<file path="src/rtl/reduction_sel_ctrl_if.sv">
// Configuration bus of the reduction select sequencer: beat handshake,
// start command with run length, and the active selects / status it returns.
interface reduction_sel_ctrl_if #(
  parameter int NUM_MUX = 8,
  parameter int SEL_IN  = 2,
  parameter int CW      = 8
);
  logic                      i_cfg_valid;
  logic                      o_cfg_ready;
  logic [SEL_IN-1:0]         i_cfg_data;
  logic                      i_start;
  logic [CW-1:0]             i_num_cycles;
  logic [NUM_MUX*SEL_IN-1:0] o_sel;
  logic                      o_en;
  logic                      o_busy;
  logic                      o_done;
  logic                      o_cfg_err;
  logic                      o_start_err;

  modport master (
    output i_cfg_valid, i_cfg_data, i_start, i_num_cycles,
    input  o_cfg_ready, o_sel, o_en, o_busy, o_done, o_cfg_err, o_start_err
  );

  modport slave (
    input  i_cfg_valid, i_cfg_data, i_start, i_num_cycles,
    output o_cfg_ready, o_sel, o_en, o_busy, o_done, o_cfg_err, o_start_err
  );
endinterface

</file>
<file path="src/rtl/reduction_sel_ctrl.sv">
// Double-buffered select sequencer for the reduction mux bank.
// Config beats fill a shadow buffer one mux at a time; a start commits the
// shadow to the active selects and enables the datapath for N cycles, so the
// next pattern can load while the current one runs.
module reduction_sel_ctrl #(
  parameter int NUM_MUX = 8,
  parameter int SEL_IN  = 2,
  parameter int MAX_SEL = 2,
  parameter int CW      = 8
) (
  input  logic               clk,
  input  logic               rst,
  reduction_sel_ctrl_if.slave cfg
);

  localparam int              HALF      = SEL_IN / 2;
  localparam int              BW        = $clog2(NUM_MUX);
  localparam int              SW        = NUM_MUX * SEL_IN;
  localparam logic [BW-1:0]   LAST_BEAT = BW'(NUM_MUX - 1);
  localparam logic [31:0]     MAX_SEL_U = MAX_SEL;

  typedef enum logic [1:0] {
    IDLE,
    RUN,
    DONE
  } state_e;

  state_e          stateQ;
  logic [CW-1:0]   runCntQ;
  logic [SW-1:0]   shadowQ;
  logic [SW-1:0]   selQ;
  logic [BW-1:0]   beatCntQ;
  logic            cfgReadyQ;
  logic            cfgErrQ;
  logic            enQ;
  logic            busyQ;
  logic            doneQ;
  logic            startErrQ;

  logic            shadowFull;
  logic            beatFire;
  logic            commitD;
  logic [HALF-1:0] lowHalf;
  logic [HALF-1:0] highHalf;
  logic            halfBad;

  assign shadowFull = !cfgReadyQ;
  assign beatFire   = cfg.i_cfg_valid && cfgReadyQ;
  assign commitD    = (stateQ == IDLE) && cfg.i_start && shadowFull;
  assign lowHalf    = cfg.i_cfg_data[HALF-1:0];
  assign highHalf   = cfg.i_cfg_data[SEL_IN-1 -: HALF];
  assign halfBad    = (32'(lowHalf) > MAX_SEL_U) || (32'(highHalf) > MAX_SEL_U);

  // Shadow loading: store each accepted beat, flag out-of-range halves, and mark the buffer full after the last mux
  always_ff @(posedge clk) begin
    if (rst) begin
      shadowQ   <= '0;
      beatCntQ  <= '0;
      cfgReadyQ <= 1'b1;
      cfgErrQ   <= 1'b0;
    end else begin
      if (beatFire) begin
        shadowQ[int'(beatCntQ) * SEL_IN +: SEL_IN] <= cfg.i_cfg_data;
        if (halfBad) begin
          cfgErrQ <= 1'b1;
        end
        if (beatCntQ == LAST_BEAT) begin
          beatCntQ  <= '0;
          cfgReadyQ <= 1'b0;
        end else begin
          beatCntQ <= beatCntQ + BW'(1);
        end
      end else if (commitD) begin
        cfgReadyQ <= 1'b1;
      end
    end
  end

  // Run sequencing: commit on start, count down the run, pulse done, and flag starts that cannot be honoured
  always_ff @(posedge clk) begin
    if (rst) begin
      stateQ    <= IDLE;
      runCntQ   <= '0;
      selQ      <= '0;
      enQ       <= 1'b0;
      busyQ     <= 1'b0;
      doneQ     <= 1'b0;
      startErrQ <= 1'b0;
    end else begin
      doneQ     <= 1'b0;
      startErrQ <= 1'b0;
      case (stateQ)
        IDLE: begin
          if (cfg.i_start) begin
            if (shadowFull) begin
              selQ  <= shadowQ;
              busyQ <= 1'b1;
              if (cfg.i_num_cycles != '0) begin
                stateQ  <= RUN;
                runCntQ <= cfg.i_num_cycles;
                enQ     <= 1'b1;
              end else begin
                stateQ <= DONE;
                doneQ  <= 1'b1;
              end
            end else begin
              startErrQ <= 1'b1;
            end
          end
        end
        RUN: begin
          startErrQ <= cfg.i_start;
          runCntQ   <= runCntQ - CW'(1);
          if (runCntQ == CW'(1)) begin
            stateQ <= DONE;
            enQ    <= 1'b0;
            doneQ  <= 1'b1;
          end
        end
        DONE: begin
          startErrQ <= cfg.i_start;
          stateQ    <= IDLE;
          busyQ     <= 1'b0;
        end
        default: begin
          stateQ <= IDLE;
          enQ    <= 1'b0;
          busyQ  <= 1'b0;
        end
      endcase
    end
  end

  assign cfg.o_cfg_ready = cfgReadyQ;
  assign cfg.o_sel       = selQ;
  assign cfg.o_en        = enQ;
  assign cfg.o_busy      = busyQ;
  assign cfg.o_done      = doneQ;
  assign cfg.o_cfg_err   = cfgErrQ;
  assign cfg.o_start_err = startErrQ;

endmodule

</file>
<file path="src/flat_wrapper.sv">
// flat-port wrapper written by rule: the top's interface ports become plain ports
module reduction_sel_ctrl_flat 
#(
  parameter int NUM_MUX = 8,
  parameter int SEL_IN  = 2,
  parameter int MAX_SEL = 2,
  parameter int CW      = 8
)
  (clk, rst, cfg_i_cfg_valid, cfg_i_cfg_data, cfg_i_start, cfg_i_num_cycles, cfg_o_cfg_ready, cfg_o_sel, cfg_o_en, cfg_o_busy, cfg_o_done, cfg_o_cfg_err, cfg_o_start_err);
  reduction_sel_ctrl_if #(.NUM_MUX(NUM_MUX), .SEL_IN(SEL_IN), .CW(CW)) cfg_i ();
  input  logic clk;
  input  logic rst;
  input wire logic [$bits(cfg_i.i_cfg_valid)-1:0] cfg_i_cfg_valid;
  input wire logic [$bits(cfg_i.i_cfg_data)-1:0] cfg_i_cfg_data;
  input wire logic [$bits(cfg_i.i_start)-1:0] cfg_i_start;
  input wire logic [$bits(cfg_i.i_num_cycles)-1:0] cfg_i_num_cycles;
  output wire logic [$bits(cfg_i.o_cfg_ready)-1:0] cfg_o_cfg_ready;
  output wire logic [$bits(cfg_i.o_sel)-1:0] cfg_o_sel;
  output wire logic [$bits(cfg_i.o_en)-1:0] cfg_o_en;
  output wire logic [$bits(cfg_i.o_busy)-1:0] cfg_o_busy;
  output wire logic [$bits(cfg_i.o_done)-1:0] cfg_o_done;
  output wire logic [$bits(cfg_i.o_cfg_err)-1:0] cfg_o_cfg_err;
  output wire logic [$bits(cfg_i.o_start_err)-1:0] cfg_o_start_err;
  assign cfg_i.i_cfg_valid = cfg_i_cfg_valid;
  assign cfg_i.i_cfg_data = cfg_i_cfg_data;
  assign cfg_i.i_start = cfg_i_start;
  assign cfg_i.i_num_cycles = cfg_i_num_cycles;
  assign cfg_o_cfg_ready = cfg_i.o_cfg_ready;
  assign cfg_o_sel = cfg_i.o_sel;
  assign cfg_o_en = cfg_i.o_en;
  assign cfg_o_busy = cfg_i.o_busy;
  assign cfg_o_done = cfg_i.o_done;
  assign cfg_o_cfg_err = cfg_i.o_cfg_err;
  assign cfg_o_start_err = cfg_i.o_start_err;
  reduction_sel_ctrl #(.NUM_MUX(NUM_MUX), .SEL_IN(SEL_IN), .MAX_SEL(MAX_SEL), .CW(CW)) u_core (.clk(clk), .rst(rst), .cfg(cfg_i));
endmodule
</file>
<file path="config.mk">
export PLATFORM = sky130hd
export DESIGN_NAME = reduction_sel_ctrl_flat
export DESIGN_NICKNAME = d
export VERILOG_FILES = /design/src/rtl/reduction_sel_ctrl_if.sv /design/src/rtl/reduction_sel_ctrl.sv /design/src/flat_wrapper.sv
export SDC_FILE = /design/constraint.sdc
export NUM_CORES = 1
export LEC_CHECK = 0
export CAP_MARGIN = 20
export CORE_MARGIN = 3
export CORE_UTILIZATION = 25
export DETAILED_ROUTE_END_ITERATION = 10
export GPL_TIMING_DRIVEN = 0
export PLACE_DENSITY = 0.49
export SLEW_MARGIN = 0
export SYNTH_ARGS = -nofsm -noshare
export SYNTH_HDL_FRONTEND = slang
export SYNTH_SLANG_ARGS = --single-unit
</file>
<file path="constraint.sdc">
create_clock -name clk -period 2.23 [get_ports clk]
set_input_delay 0.3345 -clock clk [delete_from_list [all_inputs] [get_ports clk]]
set_output_delay 0.3345 -clock clk [all_outputs]
set_load 0.01 [all_outputs]
</file>
==> flow_results.org, run 1 <==
** Global routing
- Pin count of the biggest net entering global routing :: 17
- Total routing resource utilization after global routing :: 11.3%
- Initial antenna violation count :: 0
- After global routing the overflow that remains totals 0.
- The via count of the first global-routing pass was 1998.
- The first global-routing pass estimated 10100 um of wire.

** Clocking
- TritonCTS buffer count :: 5
- The clock passes through at most 2 buffers.
- In this run the clock root is driven by a clkbuf_8.
- Clk sinks :: 50
- Buffers added to address setup during post-CTS repair amount to 0.
- Depth of the CTS H-tree :: 2
- TritonCTS built the clock tree.
- Skew-Pair Late Insertion Delay :: 0.31 ns
- Buffers inserted to repair hold after CTS numbered 0.
- Clock-pin slew was measured on the worst setup and hold paths at 0.10 ns.

** Timing
- Count of final max-slew check failures :: 0
- Finish-stage setup viols :: 0
- For the finished layout, the period the worst path requires is 2.05 ns.
- Layout Skew :: 0.00765 ns
- Maximum achievable frequency :: 0.488 GHz
- Worst relative slew slack :: 61.4%
- Setup repair after global routing left no endpoint under its margin.
- For the pin with the worst max-slew slack, the measured transition is 0.579 ns.
- In the finished design, the share of the clock period the worst path needs comes to 91.8%.
- The count of endpoints failing hold in the final timing report was 0.
- Setup WS post-layout :: 0.183 ns

** Die
- The floorplan step defined a core boundary enclosing 9280 um2.
- Once the floorplan was initialized, standard cells occupied 25.8% of the core.
- From bottom edge to top edge, the die measures 104 um.
- Row count :: 35
- Die area :: 10800 um2
- The floorplan step set the die width to 104 um.
- Number of primary I/O pins :: 36

** Hold path
- End point of the worst hold path :: u_core.cfg.o_sel[9]
- Worst Hold Depth :: 2
- Class of the tightest hold or removal check :: register to register
- Hold Path Origin :: u_core.shadowQ[9]

** Outcome
- Status :: finished clean

** Pwr
- Maximum vdd drop :: 0.237 mV
- Dividing total power by cell area gives a power density of 602 nW/um2.
- Summed over all cells, the static leakage comes to 1.12 nW.

** Flow run
- The tool flagged a number of max-cap violations equal to 0.

** Critical path
- In this run the worst path has a maximum fanout of 8.
- The critical path in this run is classified as register to register.
- Startpoint type of the worst setup path :: register
- Tracing the worst setup path back leads to its startpoint at u_core.beatCntQ[0].
- The worst register-to-register path has a setup slack of 0.18 ns.
- Startpoint of the worst register-to-register path :: u_core.beatCntQ[0]
- Worst EP required :: 2.42 ns
- The worst register-to-register path has a depth of 7.
- The worst setup path is captured at a register.
- The endpoint identified for the worst register-to-register timing path is u_core.shadowQ[15].
- Data arrives at the worst endpoint at 2.24 ns.

** Final layout
- Fraction of layout cells with a size suffix above 1 :: 10.4%
- Number of nets in the layout :: 342
- Summing all multi-input logic gate instances after layout gives 1330 um2.
- Filler cell count :: 1015
- Area added between synthesis and finish :: 28.4%
- Diode insertion count for antenna repair :: 0
- Fin util :: 33.1%
- Registers take 1000 um2.

** Synth
- Share of synthesized registers carrying an async set or reset :: 0%
- Average cell area after synthesis :: 8.68 um2
- Net count after synthesis :: 301
- Counting flops with a built-in enable in the synthesized netlist gives 0.
- Number of synthesis warnings :: 0
- Count of state elements after synthesis :: 50
- Synthesized cell area :: 2390 um2
- Number of distinct standard cells referenced by the synthesized netlist :: 44
- In the synthesized netlist the dominant register cell turns out to be dfxtp_1.
- Synth Instances :: 276
- Fraction of the yosys area taken by sequential cells :: 41.8%

** Drt
- Dividing the detail-routed wire length by the instance count gives 13.5 um.
- The count of nets left with antenna violations once routing finished came out at 0.
- Vias after detailed routing :: 2098
- Iter 0 DRT Violations :: 70
- DR DRC count :: 0
- The first detailed-routing pass ran for 4 iterations.
- For this block, the routed nets add up to 6050 um of wire.
- Dividing the detail-routed via count by the number of cells gives 4.69.

** Place
- Detailed placement HPWL :: 4450 um
- Timing analysis after detailed placement gives a worst setup slack of -0.144 ns.
- Count of port buffers added during placement :: 34
- Final weighted congestion in routability-driven placement :: 0.794
-- power breakdown --
group / internal (mW) / leakage, nW / switching [mW]
logic: 0.0714 / 0.651 / 0.0962
registers: 0.903 / 0.404 / 0.00941
clock network: 0.450 / 0.0683 / 0.323
-- layer usage --
layer	up-vias	track usage, %	wire (um)
met3	7	2.55	307
met4	0	2.28	51
met5	-	0	0
met2	52	18.0	2710
li1	1059	-	-
met1	980	15.7	2990
-- Yosys cell counts (3+ instances only) --
master / number / area, um2
a211oi_1: 3 / 22.5
a21oi_1: 33 / 165
a22oi_1: 6 / 45.0
buf_2: 4 / 20.0
clkbuf_1: 7 / 26.3
dfxtp_1: 50 / 1000
ha_1: 11 / 138
inv_1: 9 / 33.8
mux2i_1: 16 / 160
nand2_1: 46 / 173
nand2b_1: 5 / 31.3
nand3_1: 3 / 15.0
nand4b_1: 6 / 52.6
nor2_1: 29 / 109
nor3_1: 4 / 20.0
nor4_1: 3 / 18.8
o32ai_1: 6 / 52.6
-- repair_timing --
action / in CTS / in global routing
setup endpoints to repair: 4 / 12
endpoints found under the hold margin: 0 / 0
resized for setup: 0 / 8
-- state kept, by name, summed over array words and instances (netlist names) --
signal / flops
u_core.cfg.o_busy: 1
u_core.cfg.o_start_err: 1
u_core.stateQ: 2
u_core.cfg.o_en: 1
u_core.beatCntQ: 3
u_core.cfg.o_sel: 16
u_core.runCntQ: 8
u_core.shadowQ: 16
u_core.cfg.o_done: 1
u_core.cfg.o_cfg_ready: 1
-- per-stage QoR --
step	total power [mW]	instance area, um2	cells	TNS [ns]	hold slack, ns
floorplan	1.02	2390	276	0	0.431
global placement	1.09	2900	439	-1.24	0.446
detailed placement	1.09	2900	439	-0.929	0.449
CTS	1.87	3030	447	-0.197	0.463
global route	1.93	3080	447	0	0.482
finish	1.85	3080	447	0	0.460
-- logic make-up after synthesis --
kind of cell | Yosys count | synth area share (%)
and+or+nand+nor | 116 | 24.7
other | 1 | 0.157
adders and majority gates | 11 | 5.75
AOI/OAI and AO/OA | 58 | 16.6
DFF | 50 | 41.8
muxes | 16 | 6.69
buffers and inverters | 24 | 4.34
-- cell usage in the layout, fill, tap and decap left out, types with 4 or more instances in the layout --
master,instances
ha_1,10
buf_2,4
nor3_1,4
nand2_1,46
o32ai_1,6
nand4b_1,6
clkbuf_8,5
mux2i_1,16
a21oi_1,33
a22oi_1,6
clkbuf_1,7
nand2b_1,5
nor2_1,28
clkdlybuf4s50_1,34
dfxtp_1,49
inv_1,9
-- worst max-delay path, cell delays in order, from the launching register on --
cell	delay, ns
dfxtp_2	0.41
inv_1	0.11
ha_1	0.23
ha_1	0.25
nand2b_1	0.20
or4_1	0.50
mux2i_1	0.18
nor2_1	0.05
-- worst max-delay path by stage --
stage,depth (start not counted),slack (ns),end
floorplan,6,0.29,u_core.shadowQ[14]
global placement,5,-0.18,u_core.runCntQ[5]
detailed placement,5,-0.14,u_core.runCntQ[5]
CTS,7,-0.05,u_core.shadowQ[7]
global route,6,0.001,u_core.shadowQ[10]
finish,7,0.18,u_core.shadowQ[15]
-- final cells by class --
class | count | share of cell area (%)
clock buffer | 5 | 2.24
multi-input combinational | 202 | 43.2
clock inverter | 3 | 2.24
inverter | 9 | 1.10
buffer | 15 | 2.28
tap | 129 | 5.25
sequential | 50 | 32.6
timing repair buffer | 34 | 11.1
No activity file was read; power rests on OpenSTA's default activity.
==> inputs of run 2 (changes only) <==
- SETUP_SLACK_MARGIN: not set -> 0.15
==> run 2 against run 1 <==
Compared with the run above: sequential share of layout area about the same; global-route usage about the same; via count up 0.43%; non-clock buffer count unchanged; total power about the same; largest cell class unchanged; largest power group unchanged.
==> flow_results.org, run 2 (synthesis results as in run 1) <==
** Pwr
- In this run the static leakage power is 1.13 nW.
- Switching share of power :: 23.1%
- The internal power of the cells totals 1.42 mW.
- Share of power burned in combinational logic :: 9.2%
- The worst-case IR drop observed on VDD is 0.236 mV.
- Power per standard cell area :: 600 nW/um2
- Per report_power, the sequential group accounts for 49.2% of the total.
- Summed over all nets, the switching power comes to 0.428 mW.
- Relative contribution of the clock network to total power :: 41.6%

** Die
- From left edge to right edge, the die measures 104 um.
- During I/O placement, the number of pins put on the boundary was 36.
- The initialized floorplan defines 35 standard-cell rows.
- The core region is 9280 um2.
- Starting density of the core :: 25.8%
- Die area :: 10800 um2
- The die is 104 um tall.

** Critical path
- For the worst setup path, the data arrival time is 2.15 ns.
- For flop-to-flop paths, the worst setup slack is 0.27 ns.
- STA classifies the critical path endpoint as a register.
- Peak fanout along the critical path :: 8
- Worst EP required :: 2.42 ns
- In this run the worst setup path begins at u_core.beatCntQ[0].
- End point of the critical path :: u_core.shadowQ[15]
- STA classifies the critical path startpoint as a register.
- The worst register-to-register path has a depth of 7.
- Startpoint of the worst register-to-register path :: u_core.beatCntQ[0]
- Class of the most critical setup path :: register to register
- Worst flop-to-flop path endpoint :: u_core.shadowQ[15]

** Final layout
- Summing all flip-flop and latch instances after layout gives 1000 um2.
- In the layout the commonest cells are dfxtp_1, nand2_1, clkdlybuf4s50_1, a21oi_1, nor2_1.
- Diode insertion count for antenna repair :: 0
- Leaving out fill and tap cells, the most frequent cell in the layout is dfxtp_1.
- Once layout is complete, the cells apart from fillers number 447.
- For this run, the post-layout net count is 342.
- Fin util :: 33.2%
- Filler cell count :: 1020
- Fraction of layout cells with a size suffix above 1 :: 11.3%
- In the final layout, the multi-input gates occupy 1340 um2.
- Compared with the post-synthesis result, the final layout area differs by 28.9%.

** Drt
- Vias after detailed routing :: 2107
- Before antenna repair, the detailed router went through 4 iterations.
- Total length of routed met3 wires :: 272 um
- Using the TritonRoute via totals, the vias-per-cell ratio works out to 4.71.
- DR DRC count :: 0
- Amount of wire on met2 after detailed routing :: 2750 um
- Summed over all layers, the routed wires come to 6080 um.
- The count of nets left with antenna violations once routing finished came out at 0.
- Iter 0 DRT Violations :: 61
- Final routed wire length divided by cell count :: 13.6 um
- The detailed router used layers up to and including met4.
- For this block, wires on met1 add up to 3000 um.

** Timing
- Worst hold slack :: 0.460 ns
- Post-layout min period :: 1.96 ns
- Final Cycle Share :: 87.9%
- The clock arrives with 0.00772 ns of skew.
- Count of final max-slew check failures :: 0
- Unrepaired setup endpoints after global routing :: yes
- Measured against its own limit, the worst slew margin works out to 58.8%.
- Count of final hold-check violations :: 0
- Derived from the worst setup path, the maximum achievable clock frequency is 0.510 GHz.
- Worst slew pin tran :: 0.612 ns
- Setup violations remaining at the end of the flow were counted as 0.
- Total Negative Setup Slacks :: 0 ns

** Clocking
- After clock tree synthesis, the clock-pin slew on the worst setup and hold paths is 0.10 ns.
- Post-CTS timing repair inserted 0 buffers for setup.
- Count of hold-fix buffers inserted at cts :: 0
- CTS built an H-tree with a depth of 2.
- Clock tree from TritonCTS :: done
- Counting along the longest clock path gives a buffer depth of 2.
- The number of clock buffers added by TritonCTS is 5.
- The later pin in the worst-skew pair is clocked with a latency of 0.31 ns.
- For this design, the sink count on the clock tree is 50.
- Clock tree synthesis selected as its root buffer the cell clkbuf_8.

** Place
- Detailed placement finished with a half-perimeter wire length of 4450 um.
- Counting tap cells, the placed design contains a total of 439 instances.
- Final weighted congestion in routability-driven placement :: 0.794
- Input and output buffers added on the ports amount to 34.

** Global routing
- Vias in the first global route :: 2003
- Global routing finished with a remaining overflow of 0.
- Total routing resource utilization after global routing :: 11.3%
- First-pass GRT wire length :: 10200 um
- Initial antenna violation count :: 0
- Pin count of the biggest net entering global routing :: 17

** Outcome
- The flow ran to the end, and the final reports show no timing, DRC or antenna violations.

** Hold path
- Worst Hold Depth :: 2
- The tightest min-delay check is of the register to register type.
- Hold Path Origin :: u_core.shadowQ[9]

** Flow run
- Max-cap violations :: 0
## run 2: worst max-delay path, cell delays in order, from the launching register on
cell and delay (ns):
dfxtp_4 0.40, inv_1 0.09, ha_1 0.23, ha_1 0.26, nand2b_1 0.20, or4_4 0.46
mux2i_1 0.16, nor2_1 0.05
## run 2: cell type report
| type | count | share of cell area (%) |
|---|---|---|
| Multi-Input combinational cell | 202 | 43.3 |
| Clock inverter | 3 | 2.23 |
| Timing Repair Buffer | 34 | 11.0 |
| Clock buffer | 5 | 2.23 |
| Sequential cell | 50 | 32.5 |
| Inverter | 9 | 1.09 |
| Buffer | 15 | 2.31 |
| Tap cell | 129 | 5.23 |
## run 2: per-layer routing
metal / vias to the layer above / global-route usage (%)
met5: - / 0
met4: 0 / 2.28
met3: 7 / 2.55
met2: 48 / 18.1
met1: 996 / 15.7
li1: 1056 / -
## run 2: worst min-delay path by stage
stage,to,slack [ns]
after floorplan,u_core.cfg.o_sel[10],0.43
after global placement,u_core.cfg.o_sel[6],0.45
after detailed placement,u_core.cfg.o_sel[5],0.45
after CTS,u_core.cfg.o_sel[3],0.46
after global routing,u_core.cfg.o_sel[11],0.48
final,u_core.cfg.o_sel[9],0.46
## run 2: power by group through the flow
stage / registers [mW] / logic [mW] / clock network, mW
floorplan: 0.931 / 0.0935 / 0
global placement: 0.933 / 0.157 / 0
detailed placement: 0.933 / 0.158 / 0
CTS: 0.913 / 0.161 / 0.800
global route: 0.914 / 0.189 / 0.826
finish: 0.912 / 0.170 / 0.771
## run 2: what timing repair did
action                                  in CTS  in global routing
gates resized for setup                      3                 10
endpoints found under the setup margin       6                 15
pin swaps                                    0                  1
## run 2: through the flow
stage | total power [mW] | setup slack, ns | instance area [um2]
global route | 1.93 | 0.134 | 3090
finish | 1.85 | 0.269 | 3090
CTS | 1.87 | 0.164 | 3050
global placement | 1.09 | -0.181 | 2900
floorplan | 1.02 | 0.294 | 2390
detailed placement | 1.09 | -0.144 | 2900
